===== src/rtl/llc_trace_sequencer_pkg.sv =====
`default_nettype none
// ==========================================================================
// llc_trace_sequencer_pkg : command codes, FSM states and ratio width
// Rev 1.0
// ==========================================================================
package llc_trace_sequencer_pkg;

  localparam int RATIO_W = 14;

  typedef enum logic [3:0] {
    RD_D     = 4'd0,
    WR_D     = 4'd1,
    RD_I     = 4'd2,
    SNP_INV  = 4'd3,
    SNP_RD   = 4'd4,
    SNP_WR   = 4'd5,
    SNP_RWIM = 4'd6,
    CLR      = 4'd8,
    PRT      = 4'd9
  } trace_cmd_e;

  typedef enum logic [1:0] {
    ST_IDLE  = 2'd0,
    ST_ISSUE = 2'd1,
    ST_WAIT  = 2'd2,
    ST_DIV   = 2'd3
  } seq_state_e;

endpackage
`default_nettype wire


===== src/rtl/llc_trace_sequencer_if.sv =====
`default_nettype none
// ==========================================================================
// llc_trace_sequencer_if : trace command channel plus LLC request/response
// Rev 1.0
// ==========================================================================
interface llc_trace_sequencer_if #(
  parameter int ADDR_W = 32,
  parameter int CMD_W  = 4
);
  logic              cmd_valid;
  logic              cmd_ready;
  logic [CMD_W-1:0]  cmd;
  logic [ADDR_W-1:0] addr;
  logic              llc_req_valid;
  logic              llc_req_ready;
  logic [CMD_W-1:0]  llc_cmd;
  logic [ADDR_W-1:0] llc_addr;
  logic              llc_resp_valid;
  logic              llc_resp_hit;

  // master: trace source and LLC model; slave: the sequencer
  modport master (
    output cmd_valid, cmd, addr, llc_req_ready, llc_resp_valid, llc_resp_hit,
    input  cmd_ready, llc_req_valid, llc_cmd, llc_addr
  );

  modport slave (
    input  cmd_valid, cmd, addr, llc_req_ready, llc_resp_valid, llc_resp_hit,
    output cmd_ready, llc_req_valid, llc_cmd, llc_addr
  );
endinterface
`default_nettype wire


===== src/rtl/llc_trace_sequencer_seq_divider.sv =====
`default_nettype none
// ==========================================================================
// llc_trace_sequencer_seq_divider : unsigned restoring divider, 1 bit/cycle
// Rev 1.0
// ==========================================================================
module llc_trace_sequencer_seq_divider #(
  parameter int N_W = 46,
  parameter int D_W = 33,
  parameter int Q_W = 14
) (
  input  wire logic           clk,
  input  wire logic           rst,
  input  wire logic           i_start,
  input  wire logic [N_W-1:0] i_num,
  input  wire logic [D_W-1:0] i_den,
  output logic                o_done,
  output logic [Q_W-1:0]      o_quo
);
  localparam int c_CNT_W = $clog2(N_W + 1);
  localparam logic [c_CNT_W-1:0] c_CNT_ONE = c_CNT_W'(1);

  logic [D_W-1:0]     r_rem;
  logic [D_W-1:0]     r_den;
  logic [N_W-1:0]     r_quo;
  logic [c_CNT_W-1:0] r_cnt;
  logic [D_W:0]       w_shift;
  logic               w_ge;
  logic [D_W-1:0]     w_diff;
  logic [D_W-1:0]     w_rem_next;
  logic [N_W-1:0]     w_quo_next;

  // remainder stays below the divisor, so the modular subtract is exact when w_ge
  assign w_shift    = {r_rem, r_quo[N_W-1]};
  assign w_ge       = w_shift >= {1'b0, r_den};
  assign w_diff     = w_shift[D_W-1:0] - r_den;
  assign w_rem_next = w_ge ? w_diff : w_shift[D_W-1:0];
  assign w_quo_next = {r_quo[N_W-2:0], w_ge};

  // o_done marks the cycle whose closing edge completes the quotient
  assign o_done = (r_cnt == c_CNT_ONE);
  assign o_quo  = w_quo_next[Q_W-1:0];

  always_ff @(posedge clk or posedge rst) begin
    if (rst) begin
      r_rem <= '0;
      r_den <= '0;
      r_quo <= '0;
      r_cnt <= '0;
    end else if (i_start) begin
      r_rem <= '0;
      r_den <= i_den;
      r_quo <= i_num;
      r_cnt <= c_CNT_W'(N_W);
    end else if (r_cnt != '0) begin
      r_rem <= w_rem_next;
      r_quo <= w_quo_next;
      r_cnt <= r_cnt - c_CNT_ONE;
    end
  end
endmodule
`default_nettype wire


===== src/rtl/llc_trace_sequencer.sv =====
`default_nettype none
// ==========================================================================
// llc_trace_sequencer : issues trace commands to the LLC, keeps statistics
// Rev 1.0
// ==========================================================================
module llc_trace_sequencer
  import llc_trace_sequencer_pkg::*;
#(
  parameter int ADDR_W       = 32,
  parameter int CMD_W        = 4,
  parameter int CNT_W        = 32,
  parameter int RESP_TIMEOUT = 64,
  parameter int RATIO_SCALE  = 10000
) (
  input  wire logic            clk,
  input  wire logic            rst,
  input  wire logic            i_mode,
  llc_trace_sequencer_if.slave bus,
  input  wire logic            i_ratio_req,
  output logic                 o_ratio_valid,
  output logic [RATIO_W-1:0]   o_ratio_out,
  output logic                 o_report_pulse,
  output logic [CNT_W-1:0]     o_reads,
  output logic [CNT_W-1:0]     o_writes,
  output logic [CNT_W-1:0]     o_hits,
  output logic [CNT_W-1:0]     o_misses,
  output logic [CNT_W-1:0]     o_errors,
  output logic                 o_busy
);
  localparam int c_NUM_W = CNT_W + RATIO_W;
  localparam int c_DEN_W = CNT_W + 1;
  localparam int c_TMR_W = $clog2(RESP_TIMEOUT + 1);
  localparam logic [c_TMR_W-1:0] c_TMR_LAST = c_TMR_W'(RESP_TIMEOUT - 1);
  localparam logic [c_TMR_W-1:0] c_TMR_ONE  = c_TMR_W'(1);
  localparam logic [CNT_W-1:0]   c_CNT_ONE  = CNT_W'(1);
  localparam logic [c_NUM_W-1:0] c_SCALE    = c_NUM_W'(RATIO_SCALE);

  seq_state_e          r_state;
  logic                r_pend;
  logic                r_zero;
  logic                r_rw;
  logic                r_req_valid;
  logic [CMD_W-1:0]    r_cmd;
  logic [ADDR_W-1:0]   r_addr;
  logic [c_TMR_W-1:0]  r_timer;
  logic                r_report;
  logic                r_ratio_valid;
  logic [RATIO_W-1:0]  r_ratio_out;
  logic [CNT_W-1:0]    r_reads, r_writes, r_hits, r_misses, r_errors;
  logic [c_DEN_W-1:0]  w_den;
  logic [c_NUM_W-1:0]  w_num;
  logic                w_div_start;
  logic                w_div_done;
  logic [RATIO_W-1:0]  w_quo;
  logic                w_fwd;

  function automatic logic [CNT_W-1:0] sat_inc(input logic [CNT_W-1:0] v);
    return (&v) ? v : v + c_CNT_ONE;
  endfunction

  assign w_den       = {1'b0, r_hits} + {1'b0, r_misses};
  assign w_num       = c_NUM_W'(r_hits) * c_SCALE;
  // divider is loaded on the same edge that enters DIV; empty denominator skips it
  assign w_div_start = (r_state == ST_IDLE) && r_pend && (w_den != '0);
  assign w_fwd       = (bus.cmd <= CMD_W'(SNP_RWIM));

  llc_trace_sequencer_seq_divider #(
    .N_W (c_NUM_W),
    .D_W (c_DEN_W),
    .Q_W (RATIO_W)
  ) u_div (
    .clk     (clk),
    .rst     (rst),
    .i_start (w_div_start),
    .i_num   (w_num),
    .i_den   (w_den),
    .o_done  (w_div_done),
    .o_quo   (w_quo)
  );

  always_ff @(posedge clk or posedge rst) begin
    if (rst) begin
      r_state       <= ST_IDLE;
      r_pend        <= 1'b0;
      r_zero        <= 1'b0;
      r_rw          <= 1'b0;
      r_req_valid   <= 1'b0;
      r_cmd         <= '0;
      r_addr        <= '0;
      r_timer       <= '0;
      r_report      <= 1'b0;
      r_ratio_valid <= 1'b0;
      r_ratio_out   <= '0;
      r_reads       <= '0;
      r_writes      <= '0;
      r_hits        <= '0;
      r_misses      <= '0;
      r_errors      <= '0;
    end else begin
      r_report      <= 1'b0;
      r_ratio_valid <= 1'b0;
      r_pend        <= r_pend | i_ratio_req;
      case (r_state)
        ST_IDLE: begin
          if (r_pend) begin
            r_state <= ST_DIV;
            r_zero  <= (w_den == '0);
          end else if (bus.cmd_valid) begin
            if (w_fwd) begin
              r_state     <= ST_ISSUE;
              r_req_valid <= 1'b1;
              r_cmd       <= bus.cmd;
              r_addr      <= bus.addr;
              r_rw        <= (bus.cmd <= CMD_W'(RD_I));
            end
            case (bus.cmd)
              RD_D, RD_I: r_reads  <= sat_inc(r_reads);
              WR_D:       r_writes <= sat_inc(r_writes);
              SNP_INV, SNP_RD, SNP_WR, SNP_RWIM: ;
              CLR: begin
                r_reads  <= '0;
                r_writes <= '0;
                r_hits   <= '0;
                r_misses <= '0;
                r_errors <= '0;
              end
              PRT:     r_report <= ~i_mode;
              default: r_errors <= sat_inc(r_errors);
            endcase
          end
        end
        ST_ISSUE: begin
          if (bus.llc_req_ready) begin
            r_req_valid <= 1'b0;
            r_state     <= ST_WAIT;
            r_timer     <= '0;
          end
        end
        ST_WAIT: begin
          // a response on the expiry cycle wins over the timeout
          if (bus.llc_resp_valid) begin
            r_state <= ST_IDLE;
            if (r_rw) begin
              if (bus.llc_resp_hit) r_hits   <= sat_inc(r_hits);
              else                  r_misses <= sat_inc(r_misses);
            end
          end else if (r_timer == c_TMR_LAST) begin
            r_state  <= ST_IDLE;
            r_errors <= sat_inc(r_errors);
          end else begin
            r_timer <= r_timer + c_TMR_ONE;
          end
        end
        ST_DIV: begin
          if (r_zero || w_div_done) begin
            r_ratio_valid <= 1'b1;
            r_ratio_out   <= r_zero ? '0 : w_quo;
            r_state       <= ST_IDLE;
            r_pend        <= i_ratio_req;
          end
        end
        default: r_state <= ST_IDLE;
      endcase
    end
  end

  assign bus.cmd_ready     = (r_state == ST_IDLE) && !r_pend;
  assign bus.llc_req_valid = r_req_valid;
  assign bus.llc_cmd       = r_cmd;
  assign bus.llc_addr      = r_addr;
  assign o_busy            = (r_state != ST_IDLE) || r_pend;
  assign o_report_pulse    = r_report;
  assign o_ratio_valid     = r_ratio_valid;
  assign o_ratio_out       = r_ratio_out;
  assign o_reads           = r_reads;
  assign o_writes          = r_writes;
  assign o_hits            = r_hits;
  assign o_misses          = r_misses;
  assign o_errors          = r_errors;
endmodule
`default_nettype wire


===== src/flat_wrapper.sv =====
// flat-port wrapper written by rule: the top's interface ports become plain ports
module llc_trace_sequencer_flat import llc_trace_sequencer_pkg::*;
#(
  parameter int ADDR_W       = 32,
  parameter int CMD_W        = 4,
  parameter int CNT_W        = 32,
  parameter int RESP_TIMEOUT = 64,
  parameter int RATIO_SCALE  = 10000
)
  (clk, rst, i_mode, i_ratio_req, o_ratio_valid, o_ratio_out, o_report_pulse, o_reads, o_writes, o_hits, o_misses, o_errors, o_busy, bus_cmd_valid, bus_cmd, bus_addr, bus_llc_req_ready, bus_llc_resp_valid, bus_llc_resp_hit, bus_cmd_ready, bus_llc_req_valid, bus_llc_cmd, bus_llc_addr);
  llc_trace_sequencer_if #(.ADDR_W(ADDR_W), .CMD_W(CMD_W)) bus_i ();
  input  wire logic clk;
  input  wire logic rst;
  input  wire logic i_mode;
  input  wire logic i_ratio_req;
  output logic o_ratio_valid;
  output logic [RATIO_W-1:0] o_ratio_out;
  output logic o_report_pulse;
  output logic [CNT_W-1:0] o_reads;
  output logic [CNT_W-1:0] o_writes;
  output logic [CNT_W-1:0] o_hits;
  output logic [CNT_W-1:0] o_misses;
  output logic [CNT_W-1:0] o_errors;
  output logic o_busy;
  input wire logic [$bits(bus_i.cmd_valid)-1:0] bus_cmd_valid;
  input wire logic [$bits(bus_i.cmd)-1:0] bus_cmd;
  input wire logic [$bits(bus_i.addr)-1:0] bus_addr;
  input wire logic [$bits(bus_i.llc_req_ready)-1:0] bus_llc_req_ready;
  input wire logic [$bits(bus_i.llc_resp_valid)-1:0] bus_llc_resp_valid;
  input wire logic [$bits(bus_i.llc_resp_hit)-1:0] bus_llc_resp_hit;
  output wire logic [$bits(bus_i.cmd_ready)-1:0] bus_cmd_ready;
  output wire logic [$bits(bus_i.llc_req_valid)-1:0] bus_llc_req_valid;
  output wire logic [$bits(bus_i.llc_cmd)-1:0] bus_llc_cmd;
  output wire logic [$bits(bus_i.llc_addr)-1:0] bus_llc_addr;
  assign bus_i.cmd_valid = bus_cmd_valid;
  assign bus_i.cmd = bus_cmd;
  assign bus_i.addr = bus_addr;
  assign bus_i.llc_req_ready = bus_llc_req_ready;
  assign bus_i.llc_resp_valid = bus_llc_resp_valid;
  assign bus_i.llc_resp_hit = bus_llc_resp_hit;
  assign bus_cmd_ready = bus_i.cmd_ready;
  assign bus_llc_req_valid = bus_i.llc_req_valid;
  assign bus_llc_cmd = bus_i.llc_cmd;
  assign bus_llc_addr = bus_i.llc_addr;
  llc_trace_sequencer #(.ADDR_W(ADDR_W), .CMD_W(CMD_W), .CNT_W(CNT_W), .RESP_TIMEOUT(RESP_TIMEOUT), .RATIO_SCALE(RATIO_SCALE)) u_core (.clk(clk), .rst(rst), .i_mode(i_mode), .bus(bus_i), .i_ratio_req(i_ratio_req), .o_ratio_valid(o_ratio_valid), .o_ratio_out(o_ratio_out), .o_report_pulse(o_report_pulse), .o_reads(o_reads), .o_writes(o_writes), .o_hits(o_hits), .o_misses(o_misses), .o_errors(o_errors), .o_busy(o_busy));
endmodule

===== config.mk =====
export PLATFORM = sky130hd
export DESIGN_NAME = llc_trace_sequencer_flat
export DESIGN_NICKNAME = d
export VERILOG_FILES = /design/src/rtl/llc_trace_sequencer_pkg.sv /design/src/rtl/llc_trace_sequencer_if.sv /design/src/rtl/llc_trace_sequencer_seq_divider.sv /design/src/rtl/llc_trace_sequencer.sv /design/src/flat_wrapper.sv
export SDC_FILE = /design/constraint.sdc
export NUM_CORES = 1
export LEC_CHECK = 0
export BUFFER_PORTS_ARGS = -buffer_cell sky130_fd_sc_hd__buf_2
export CAP_MARGIN = 20
export CORE_UTILIZATION = 50
export DETAILED_ROUTE_END_ITERATION = 10
export PLACE_DENSITY = 0.79
export RECOVER_POWER = 100
export SYNTH_ARGS = -nofsm -noshare
export SYNTH_HDL_FRONTEND = slang
export SYNTH_SLANG_ARGS = --single-unit

===== constraint.sdc =====
create_clock -name clk -period 14.1 [get_ports clk]
set_input_delay 2.115 -clock clk [delete_from_list [all_inputs] [get_ports clk]]
set_output_delay 2.115 -clock clk [all_outputs]
set_load 0.02 [all_outputs]

==> flow_summary.json, run 1 <==
{
  "ios": 259,
  "r2r-start": "u_core.o_misses[0]$_DFFE_PP0P_",
  "min_to": "u_core.o_ratio_out[3]$_DFFE_PP0P_",
  "cts_root_buf": "clkbuf_16",
  "violations": "capacitance limit, slew limit",
  "worst_setup_path_start_kind": "flop",
  "synth_warnings": 0,
  "netlist_instances": 2720,
  "cts_tree": "done",
  "yosysSeqAreaShare_pct": 34.30,
  "die_h_um": 225.7,
  "gr-total-overflow": 0,
  "clockBufferDepth": 3,
  "ctsHoldBuffers": 0,
  "syn_area_per_cell_um2": 9.201,
  "clock_latency_ns": 0.57,
  "syn_nets": 3068,
  "first_pass_iters": 6,
  "highest_layer": "met5",
  "numCtsBuffers": 39,
  "endpoint_kind": "flop",
  "synth_edf_count": 0,
  "antenna_found_initial": 1,
  "required_ns": 14.53,
  "grt_pass1_vias": 20470,
  "rsz0062_at_grt": "false",
  "crit_chain": "ha_1 -> inv_1 -> fa_1 -> nor2b_1 -> o211ai_1 -> a211oi_1 -> nor3b_1 -> nor4_1 -> nor2_1 -> or4b_2 -> nand4b_1 -> or4_1 -> clkbuf_1 -> and2_0 -> buf_4 -> mux2_1",
  "wire_per_inst_um": 18.03,
  "ctsResizeCount": 0,
  "seq_power_share_pct": 25.4,
  "synth_area_mm2": 0.02503,
  "power.total_w": 0.005215,
  "min_from": "u_core.o_ratio_out[3]$_DFFE_PP0P_",
  "min_period_over_period_pct": 61.85,
  "crit_fanout": 84,
  "hold_depth": 2,
  "ys.flop_type": "dfrtp_1",
  "clock_sinks": 343,
  "crit_arrival_ns": 9.15,
  "p_clk_share_pct": 20.1,
  "cap_viol_max_count": 5,
  "switching_power_w": 0.002220,
  "path_clk_slew_ns": 0.06,
  "post-dp-hpwl_um": 49190,
  "fmax_mhz": 114.7,
  "skew_ns": 0.01899,
  "reg2reg_depth": 16,
  "met3RoutedLength_um": 3322,
  "share_comb_of_total_power_pct": 54.4,
  "post_drt_via_cell_ratio": 5.742,
  "worstSetupPathType": "reg -> reg",
  "async_flop_share_pct": 100.0,
  "yosysTopAreaCellShare_pct": 34.30,
  "yosys.area.top_type": "dfrtp_1",
  "grt_max_degree": 154,
  "hold_path_class": "reg -> reg",
  "antenna_cells": 0,
  "rows": 81,
  "gp_congestion": 0.9479,
  "fill_cells": 4395,
  "initialDrtViolationCount": 1398,
  "powerDensity_mw_per_mm2": 187.2,
  "core-area_mm2": 0.04915,
  "cpPeakStageDelay_ns": 1.83,
  "routed_wl_um": 65510,
  "fin_util_pct": 56.68,
  "htree_num_levels": 2,
  "reg2reg_to": "u_core.u_div.r_den[0]$_DFFE_PP0N_",
  "drive_above_1_share_pct": 5.861,
  "die_w_um": 225.7,
  "switching_share_pct": 42.57,
  "synth.area.top_cells": "dfrtp_1 (34%), ha_1 (11%), fa_1 (6.8%), inv_1 (4.3%), xor2_1 (4.1%)",
  "intPower_w": 0.002995,
  "ir_worst_vdd_mv": 0.1724,
  "grtUsageTotal_pct": 25.65,
  "reg2reg_slack_ns": 5.38,
  "final_max_slew_viol_count": 315,
  "layout_common_cells": "dfrtp_1 (343), inv_1 (287), nor2_1 (257)",
  "die_area_mm2": 0.05095,
  "cp_slowest_cell": "and2_0",
  "port_buffers": 258,
  "tightest_slew_ns": 5.912,
  "ys_seq_elements": 343,
  "fin_crit_ns": 8.720,
  "status": "finished, violations left",
  "p_leak_nw": 13.54,
  "area_growth_pct": 11.32,
  "num_vias": 20860,
  "post_cts_buffers": 0,
  "slew_headroom_pct": -294.1,
  "mostFrequentLayoutCell": "dfrtp_1",
  "final.setup.tns_ns": 0,
  "wl_met2_um": 31260,
  "hold_viol": 0,
  "ant_nets": 0,
  "drc": 0,
  "nets": 3289,
  "initial_core_util_pct": 50.92,
  "setup_viol": 0,
  "wl_met1_um": 27820,
  "grt_pass1_wl_um": 105900,
  "yosysUniqueCellTypes": 81
}
## per-layer routing
metal | GRT usage [%] | up-vias
met4 | 11.30 | 2
met3 | 3.643 | 151
met5 | 0 | -
li1 | - | 9806
met2 | 42.21 | 631
met1 | 33.57 | 10270
## kinds of logic after synthesis
logic type | Yosys count | synth area share (%)
and+or+nand+nor | 877 | 17.08
AOI/OAI and AO/OA | 483 | 12.50
buffers and inverters | 379 | 5.904
DFF | 343 | 34.30
adders and majority gates | 304 | 17.75
xor gates and xnor gates | 217 | 7.594
muxes | 117 | 4.875
## power groups by stage
stage / Clock, W / Combinational [W] / Sequential, W
after floorplan: 0 / 0.00225 / 0.00131
after global placement: 0 / 0.00272 / 0.00133
after detailed placement: 0 / 0.00283 / 0.00134
after CTS: 0.00107 / 0.00285 / 0.00132
after global routing: 0.00110 / 0.00319 / 0.00135
final: 0.00105 / 0.00284 / 0.00133
## through the flow
step                      setup slack [ns]  instances  cell area, µm²  hold WS (ns)
final                                5.380       3633           27860        0.4779
after global routing                 4.344       3633           27860        0.5178
after CTS                            7.303       3632           28220        0.4830
after detailed placement             7.349       3563           26910        0.4695
after global placement               7.623       3563           26910        0.4617
after floorplan                      2.477       2720           25030        0.4571
## cells in the mapped netlist (47+ instances only)
cell type	instances
dfrtp_1	343
inv_1	288
nor2_1	257
ha_1	219
nand2_1	186
o21ai_0	147
nand3_1	127
xor2_1	117
a21oi_1	114
xnor2_1	100
fa_1	85
mux2i_1	81
clkbuf_1	65
nor3_1	59
nand4_1	52
a21o_1	47
## flip-flops by register name, indices dropped and copies added, names as in the netlist, 7 cells and up
signal and flops:
u_core.u_div.r_quo 46, u_core.u_div.r_den 33, u_core.u_div.r_rem 33, u_core.bus.llc_addr 32, u_core.o_errors 32, u_core.o_hits 32
u_core.o_misses 32, u_core.o_reads 32, u_core.o_writes 32, u_core.o_ratio_out 14, u_core.r_timer 7
## critical path, delay by kind of cell (launching register included)
| kind | cells | cell delay [ns] |
|---|---|---|
| and+or+nand+nor | 8 | 3.94 |
| buffers and inverters | 3 | 2.36 |
| adders and majority gates | 2 | 0.66 |
| AOI/OAI and AO/OA | 2 | 0.61 |
| DFF | 1 | 0.52 |
| muxes | 1 | 0.40 |
## worst max path at each step
stage                                   start                                  to  depth (start not counted)
3_5_place_dp     u_core.o_hits[4]$_DFFE_PP0P_  u_core.u_div.r_quo[43]$_DFFE_PP0P_                         23
2_1_floorplan                             rst  u_core.bus.llc_addr[0]$_DFFE_PP0P_                          1
4_1_cts          u_core.o_hits[4]$_DFFE_PP0P_  u_core.u_div.r_quo[43]$_DFFE_PP0P_                         23
6_report       u_core.o_misses[0]$_DFFE_PP0P_   u_core.u_div.r_den[0]$_DFFE_PP0N_                         16
5_1_grt                                   rst  u_core.u_div.r_den[32]$_DFFE_PP0N_                          3
3_3_place_gp     u_core.o_hits[4]$_DFFE_PP0P_  u_core.u_div.r_quo[43]$_DFFE_PP0P_                         23
## final cells by class
type | count | area, µm² | area share (%)
tap | 664 | 830.8 | 2.982
sequential | 343 | 8583 | 30.81
clock buffer | 53 | 1119 | 4.015
inverter | 288 | 1082 | 3.885
clock inverter | 16 | 193.9 | 0.6961
timing repair buffer | 271 | 1145 | 4.109
multi-input combinational | 1998 | 14910 | 53.51
Power figures use the tool's default switching activity.
==> run 2: changes to the inputs <==
Settings changed: PLACE_DENSITY 0.79 to 0.82.
Clock period 14.1 ns to 7.2 ns, I/O delays scaled along.
==> run 2 against run 1 <==
Compared with the run above: the run still ends with capacitance limit, slew limit left; setup slack worse by 4.9 ns; count of clock-buffer cells in the layout is 1 higher; final cell count is 0.17% higher; non-clock buffer count is 7 higher; utilization is 0.12 points higher; die area stayed put; global-route usage is 0.73 points lower; maximum frequency is 30% higher; sequential share of layout area is 0.066 points lower; largest cell class unchanged; largest power group unchanged.
==> flow_summary.json, run 2 (synthesis results as in run 1) <==
{
  "rows": 81,
  "wire_per_inst_um": 17.46,
  "grt_max_degree": 166,
  "switching_power_w": 0.004371,
  "skew_ns": 0.01742,
  "ctsResizeCount": 0,
  "gr-total-overflow": 0,
  "clockBufferDepth": 3,
  "crit_fanout": 8,
  "hold_depth": 2,
  "antenna_cells": 0,
  "die_area_mm2": 0.05095,
  "hold_path_class": "reg -> reg",
  "reg2reg_depth": 21,
  "tightest_slew_ns": 4.139,
  "post-dp-hpwl_um": 47760,
  "wl_met1_um": 27710,
  "worst_setup_path_start_kind": "flop",
  "final.setup.tns_ns": 0,
  "r2r-start": "u_core.o_hits[10]$_DFFE_PP0P_",
  "largest_register": "u_core.u_div.r_quo",
  "gp_congestion": 0.9270,
  "post_cts_buffers": 0,
  "fmax_mhz": 148.9,
  "ios": 259,
  "highest_layer": "met4",
  "port_buffers": 258,
  "rsz0062_at_grt": "false",
  "reg.largest.list": "u_core.u_div.r_quo: 46 flops, u_core.u_div.r_den: 33 flops, u_core.u_div.r_rem: 33 flops",
  "status": "finished, violations left",
  "reg2reg_to": "u_core.u_div.r_quo[43]$_DFFE_PP0P_",
  "grtUsageTotal_pct": 24.92,
  "antenna_found_initial": 1,
  "crit_arrival_ns": 7.19,
  "drc": 0,
  "path_clk_slew_ns": 0.06,
  "die_w_um": 225.7,
  "numCtsBuffers": 39,
  "p_clk_share_pct": 20.5,
  "min_from": "u_core.o_ratio_out[4]$_DFFE_PP0P_",
  "drive_above_1_share_pct": 6.118,
  "p_leak_nw": 13.59,
  "powerDensity_mw_per_mm2": 369.7,
  "grt_pass1_vias": 19780,
  "area_growth_pct": 11.56,
  "num_vias": 20590,
  "placed_area_mm2": 0.02695,
  "final_max_slew_viol_count": 583,
  "violations": "capacitance limit, slew limit",
  "ant_nets": 0,
  "mostFrequentLayoutCell": "dfrtp_1",
  "first_pass_iters": 8,
  "ir_worst_vdd_mv": 0.3641,
  "endpoint_kind": "flop",
  "post_drt_via_cell_ratio": 5.658,
  "hold_viol": 0,
  "grt_pass1_wl_um": 102600,
  "wl_met2_um": 29060,
  "setup_viol": 0,
  "cts_root_buf": "clkbuf_16",
  "die_h_um": 225.7,
  "htree_num_levels": 2,
  "cap_viol_max_count": 8,
  "met3RoutedLength_um": 4514,
  "cts_tree": "done",
  "share_comb_of_total_power_pct": 54.2,
  "required_ns": 7.67,
  "routed_wl_um": 63520,
  "ctsHoldBuffers": 0,
  "layout_common_cells": "dfrtp_1 (343), inv_1 (287), nor2_1 (257)",
  "seq_power_share_pct": 25.2,
  "slew_headroom_pct": -175.9,
  "intPower_w": 0.005951,
  "setup.worst_path.start": "u_core.o_hits[10]$_DFFE_PP0P_",
  "min_period_over_period_pct": 93.28,
  "nets": 3296,
  "switching_share_pct": 42.35,
  "initialDrtViolationCount": 1556,
  "reg2reg_slack_ns": 0.48,
  "fin_crit_ns": 6.716,
  "crit_path_end": "u_core.u_div.r_quo[43]$_DFFE_PP0P_",
  "largest_reg_flops": 46,
  "stdcell_area_mm2": 0.02792,
  "clock_sinks": 343,
  "worstSetupPathType": "reg -> reg",
  "initial_core_util_pct": 50.92,
  "clock_latency_ns": 0.57,
  "core-area_mm2": 0.04915
}
-- run 2: changes by cell type in the layout (fill, tap and decap cells not counted), moves of 3 or more --
| cell | change |
|---|---|
| buf_4 | +3 |
| and2_1 | +5 |
| and2_0 | -5 |
| clkinvlp_4 | -4 |
-- run 2: critical path, cell delays in order (launching register included) --
cell       delay (ns)
dfrtp_1          0.49
inv_1            0.21
fa_1             0.56
inv_1            0.04
ha_1             0.30
fa_1             0.48
ha_1             0.29
inv_1            0.06
fa_1             0.51
inv_1            0.04
ha_1             0.35
a21o_1           0.20
a21o_1           0.20
a2111oi_0        0.39
a21oi_1          0.22
a211oi_1         0.56
o21ai_0          0.24
a41oi_1          0.33
a31oi_1          0.21
or4b_2           0.64
and3_1           0.18
mux2i_1          0.11
-- run 2: worst min-delay path by stage --
stage	slack (ns)	to
finish	0.48	u_core.o_ratio_out[4]$_DFFE_PP0P_
global route	0.51	u_core.o_ratio_out[6]$_DFFE_PP0P_
CTS	0.48	u_core.o_ratio_out[12]$_DFFE_PP0P_
detailed placement	0.47	u_core.o_ratio_out[12]$_DFFE_PP0P_
global placement	0.46	u_core.o_ratio_out[3]$_DFFE_PP0P_
floorplan	0.46	u_core.o_ratio_out[0]$_DFFE_PP0P_
-- run 2: power groups by stage --
stage | clock (W) | sequential (W) | combinational, W
2_1_floorplan | 0 | 0.00257 | 0.00440
3_3_place_gp | 0 | 0.00261 | 0.00543
3_5_place_dp | 0 | 0.00262 | 0.00556
4_1_cts | 0.00216 | 0.00260 | 0.00561
5_1_grt | 0.00223 | 0.00265 | 0.00629
6_report | 0.00212 | 0.00261 | 0.00560
-- run 2: metrics by stage --
| stage | worst slack [ns] | instances | power, W | hold slack, ns | util (%) |
|---|---|---|---|---|---|
| after floorplan | 1.155 | 2720 | 0.006972 | 0.4571 | - |
| after global placement | 0.7797 | 3571 | 0.008043 | 0.4586 | 54.83 |
| after detailed placement | 0.5717 | 3571 | 0.008186 | 0.4657 | 54.83 |
| after CTS | 0.5153 | 3639 | 0.01036 | 0.4791 | 57.61 |
| after global routing | 0.1598 | 3639 | 0.01117 | 0.5085 | 56.80 |
| final | 0.4842 | 3639 | 0.01032 | 0.4763 | 56.80 |
-- run 2: final cells by class --
cell class                      instances  area (µm²)
Tap cell                              664       830.8
Inverter                              288        1082
Clock inverter                         14       227.7
Timing Repair Buffer                  278        1131
Sequential cell                       343        8583
Multi-Input combinational cell       1998       14920
Fill cell                            4375       21230
Clock buffer                           54        1142
-- run 2: layer usage --
layer	up-vias	track usage, %
met4	0	9.436
li1	9815	-
met5	-	0
met3	128	5.556
met1	10000	34.42
met2	644	38.08
==> run 3: changes to the inputs <==
Settings changed: SYNTH_HIERARCHICAL set to 1.
==> run 3 against run 2 <==
Compared with the run above: the flow still finishes with violations (capacitance limit, slew limit); power shrank 20%; non-clock buffer count shrank 1; critical path type unchanged; critical endpoint is now u_core/u_div/r_rem[28]$_DFFE_PP0P_; sequential power shrank 2%; final cell count grew 1.5%; clock power grew 3%; global-route usage grew 1.6 points; worst hold slack lost 0.0013 ns; synthesized cell count grew 2.4%; count of clock-buffer cells in the layout grew 1.
==> flow_summary.json, run 3 <==
{
  "yosys.area.top_type": "dfrtp_1",
  "post_cts_buffers": 0,
  "crit_fanout": 22,
  "status": "finished, violations left",
  "cap_viol_max_count": 9,
  "ys.flop_type": "dfrtp_1",
  "syn_area_per_cell_um2": 9.034,
  "path_clk_slew_ns": 0.06,
  "yosysUniqueCellTypes": 90,
  "fin_crit_ns": 6.290,
  "clock_latency_ns": 0.58,
  "antenna_cells": 0,
  "post_drt_via_cell_ratio": 5.598,
  "port_buffers": 258,
  "clock_sinks": 343,
  "cpPeakStageDelay_ns": 1.02,
  "ant_nets": 0,
  "synth_xor_xnor_area_share_pct": 7.589,
  "setup_viol": 0,
  "worst_setup_path_start_kind": "flop",
  "core-area_mm2": 0.04925,
  "final.setup.tns_ns": 0,
  "rsz0062_at_grt": "false",
  "initialDrtViolationCount": 1476,
  "synth-compound-area-share_pct": 12.92,
  "numCtsBuffers": 41,
  "reg.largest.list": "u_core/u_div/r_quo: 46 flops, u_core/u_div/r_den: 33 flops, u_core/u_div/r_rem: 33 flops",
  "synth_edf_count": 0,
  "drive_above_1_share_pct": 6.139,
  "fill_cells": 4526,
  "highest_layer": "met5",
  "p_leak_nw": 13.55,
  "grt_pass1_wl_um": 107000,
  "min_period_over_period_pct": 87.36,
  "routed_wl_um": 67360,
  "hold_depth": 2,
  "largest_register": "u_core/u_div/r_quo",
  "cts_root_buf": "clkbuf_16",
  "ctsResizeCount": 0,
  "wl_met1_um": 28790,
  "fin_util_pct": 56.92,
  "hold_viol": 0,
  "grt_max_degree": 147,
  "layout_common_cells": "dfrtp_1 (343), inv_1 (284), nor2_1 (269)",
  "die_h_um": 226.3,
  "synth_warnings": 6,
  "yosys.area_share.simple_pct": 17.49,
  "yosysSeqAreaShare_pct": 34.12,
  "r2r-start": "u_core/o_hits[0]$_DFFE_PP0P_",
  "yosysTopAreaCellShare_pct": 34.12,
  "min_from": "u_core/o_ratio_out[1]$_DFFE_PP0P_",
  "place_ws_ns": 1.149,
  "met3RoutedLength_um": 3408,
  "required_ns": 7.61,
  "num_vias": 20680,
  "hold_path_class": "reg -> reg",
  "gr-total-overflow": 0,
  "grt_pass1_vias": 19900,
  "initial_core_util_pct": 51.08,
  "ir_worst_vdd_mv": 0.2804,
  "largest_reg_flops": 46,
  "worstSetupPathType": "reg -> reg",
  "gp_congestion": 0.9448,
  "first_pass_iters": 5,
  "ios": 259,
  "cts_tree": "done",
  "netlist_instances": 2785,
  "synth_area_mm2": 0.02516,
  "grtUsageTotal_pct": 26.49,
  "crit_buf_inv": 2,
  "async_flop_share_pct": 100.0,
  "crit_chain": "ha_1 -> inv_1 -> fa_1 -> nor2b_1 -> o31ai_1 -> a21oi_1 -> o22ai_1 -> o21ai_0 -> nor4_1 -> a311oi_1 -> nor4b_1 -> and4_1 -> nor2_1 -> clkbuf_1 -> nor2_1 -> nand2_1 -> o22ai_1",
  "path_depth": 17,
  "reg2reg_depth": 17,
  "violations": "capacitance limit, slew limit",
  "cp_slowest_cell": "nor2_1",
  "synth_top_family_by_area": "adder cells",
  "rows": 81,
  "die_area_mm2": 0.05122,
  "fmax_mhz": 159.0,
  "instances_no_fill": 3694,
  "post-dp-hpwl_um": 50450,
  "area_growth_pct": 11.44,
  "wire_per_inst_um": 18.23,
  "dp_cells": 3620,
  "synth.area.top_cells": "dfrtp_1 (34%), ha_1 (11%), fa_1 (6.8%), inv_1 (4.3%), xnor2_1 (4.1%)",
  "setup_slack_ns": 0.9099,
  "crit_arrival_ns": 6.70,
  "setup.worst_path.start": "u_core/o_hits[0]$_DFFE_PP0P_",
  "skew_ns": 0.03018,
  "ys_seq_elements": 343,
  "synth_most_common_cell": "dfrtp_1",
  "mostFrequentLayoutCell": "dfrtp_1",
  "die_w_um": 226.3,
  "drc": 0,
  "htree_num_levels": 2,
  "whs_ns": 0.4750,
  "synth_commonest_cells": "dfrtp_1 (343), inv_1 (286), nor2_1 (269)",
  "antenna_found_initial": 1,
  "critPathTopFamily": "simple AND/OR/NAND/NOR gates",
  "synth.mux.area_fraction_pct": 3.894,
  "slew_headroom_pct": -158.0,
  "endpoint_kind": "flop",
  "powerDensity_mw_per_mm2": 294.3,
  "clockBufferDepth": 3,
  "synthAdderAreaFrac_pct": 17.65,
  "final_max_slew_viol_count": 525,
  "nets": 3348,
  "ctsHoldBuffers": 0,
  "wl_met2_um": 30950,
  "tightest_slew_ns": 3.871
}
==> run 3: changes by cell type in the layout (fill, tap and decap cells not counted), sizes merged, moves of 12 or more <==
cell	before	now
nand2	186	265
nand3	127	84
mux2i	81	54
nor3	60	35
nand2b	17	40
a21oi	115	135
xnor2	100	118
a211oi	40	23
xor2	117	100
nor2	257	269
o21ai	153	165
==> run 3: cell type report <==
| class | count | area, µm² | share of cell area (%) |
|---|---|---|---|
| well taps | 664 | 830.8 | 2.963 |
| repair buffers | 277 | 1136 | 4.052 |
| clock inverters | 18 | 246.5 | 0.8791 |
| flip-flops and latches | 343 | 8583 | 30.61 |
| inverters | 288 | 1085 | 3.869 |
| multi-input cells | 2049 | 14970 | 53.38 |
| clock buffers | 55 | 1190 | 4.244 |
==> run 3: worst reg2reg max path, cell delays in order (launching register included) <==
cell and delay (ns):
dfrtp_1 0.66, ha_1 0.29, inv_1 0.06, fa_1 0.40, nor2b_1 0.22, o31ai_1 0.14, a21oi_1 0.37, o22ai_1 0.28
o21ai_0 0.46, nor4_1 0.10, a311oi_1 0.42, nor4b_1 0.09, and4_1 0.29, nor2_1 1.02, clkbuf_1 0.62, nor2_1 0.15
nand2_1 0.38, o22ai_1 0.18
==> run 3: power breakdown <==
part	total [W]	switching [W]	internal, W
registers	0.00256	0.000267	0.00229
logic	0.00350	0.00206	0.00144
clock network	0.00219	0.000878	0.00131
total	0.00825	0.00320	0.00505
==> run 3: kinds of logic after synthesis <==
family                     Yosys count
and+or+nand+nor                    910
other                                1
buffers and inverters              396
muxes                               92
adders and majority gates          304
DFF                                343
xor gates and xnor gates           218
AOI/OAI and AO/OA                  521
==> run 3: final timing paths <==
check	to	slack, ns
setup / recovery	u_core/u_div/r_rem[28]$_DFFE_PP0P_	0.91
hold / removal	u_core/o_ratio_out[1]$_DFFE_PP0P_	0.48
setup reg to reg	u_core/u_div/r_rem[28]$_DFFE_PP0P_	0.91
hold reg to reg	u_core/o_ratio_out[1]$_DFFE_PP0P_	0.48
max in group asynchronous	u_core/u_div/r_quo[28]$_DFFE_PP0P_	1.85
min in group asynchronous	u_core/o_ratio_out[4]$_DFFE_PP0P_	0.78
==> run 3: stage by stage <==
stage	area, µm²	power, W
2_1_floorplan	25170	0.005325
3_3_place_gp	26980	0.005950
3_5_place_dp	26980	0.006035
4_1_cts	28420	0.008261
5_1_grt	28040	0.008840
6_report	28040	0.008252
==> run 3: per-layer routing <==
layer	GRT usage [%]	up-vias
met5	0	-
met4	15.00	2
met3	3.797	185
met2	41.88	619
met1	34.89	9942
li1	-	9930
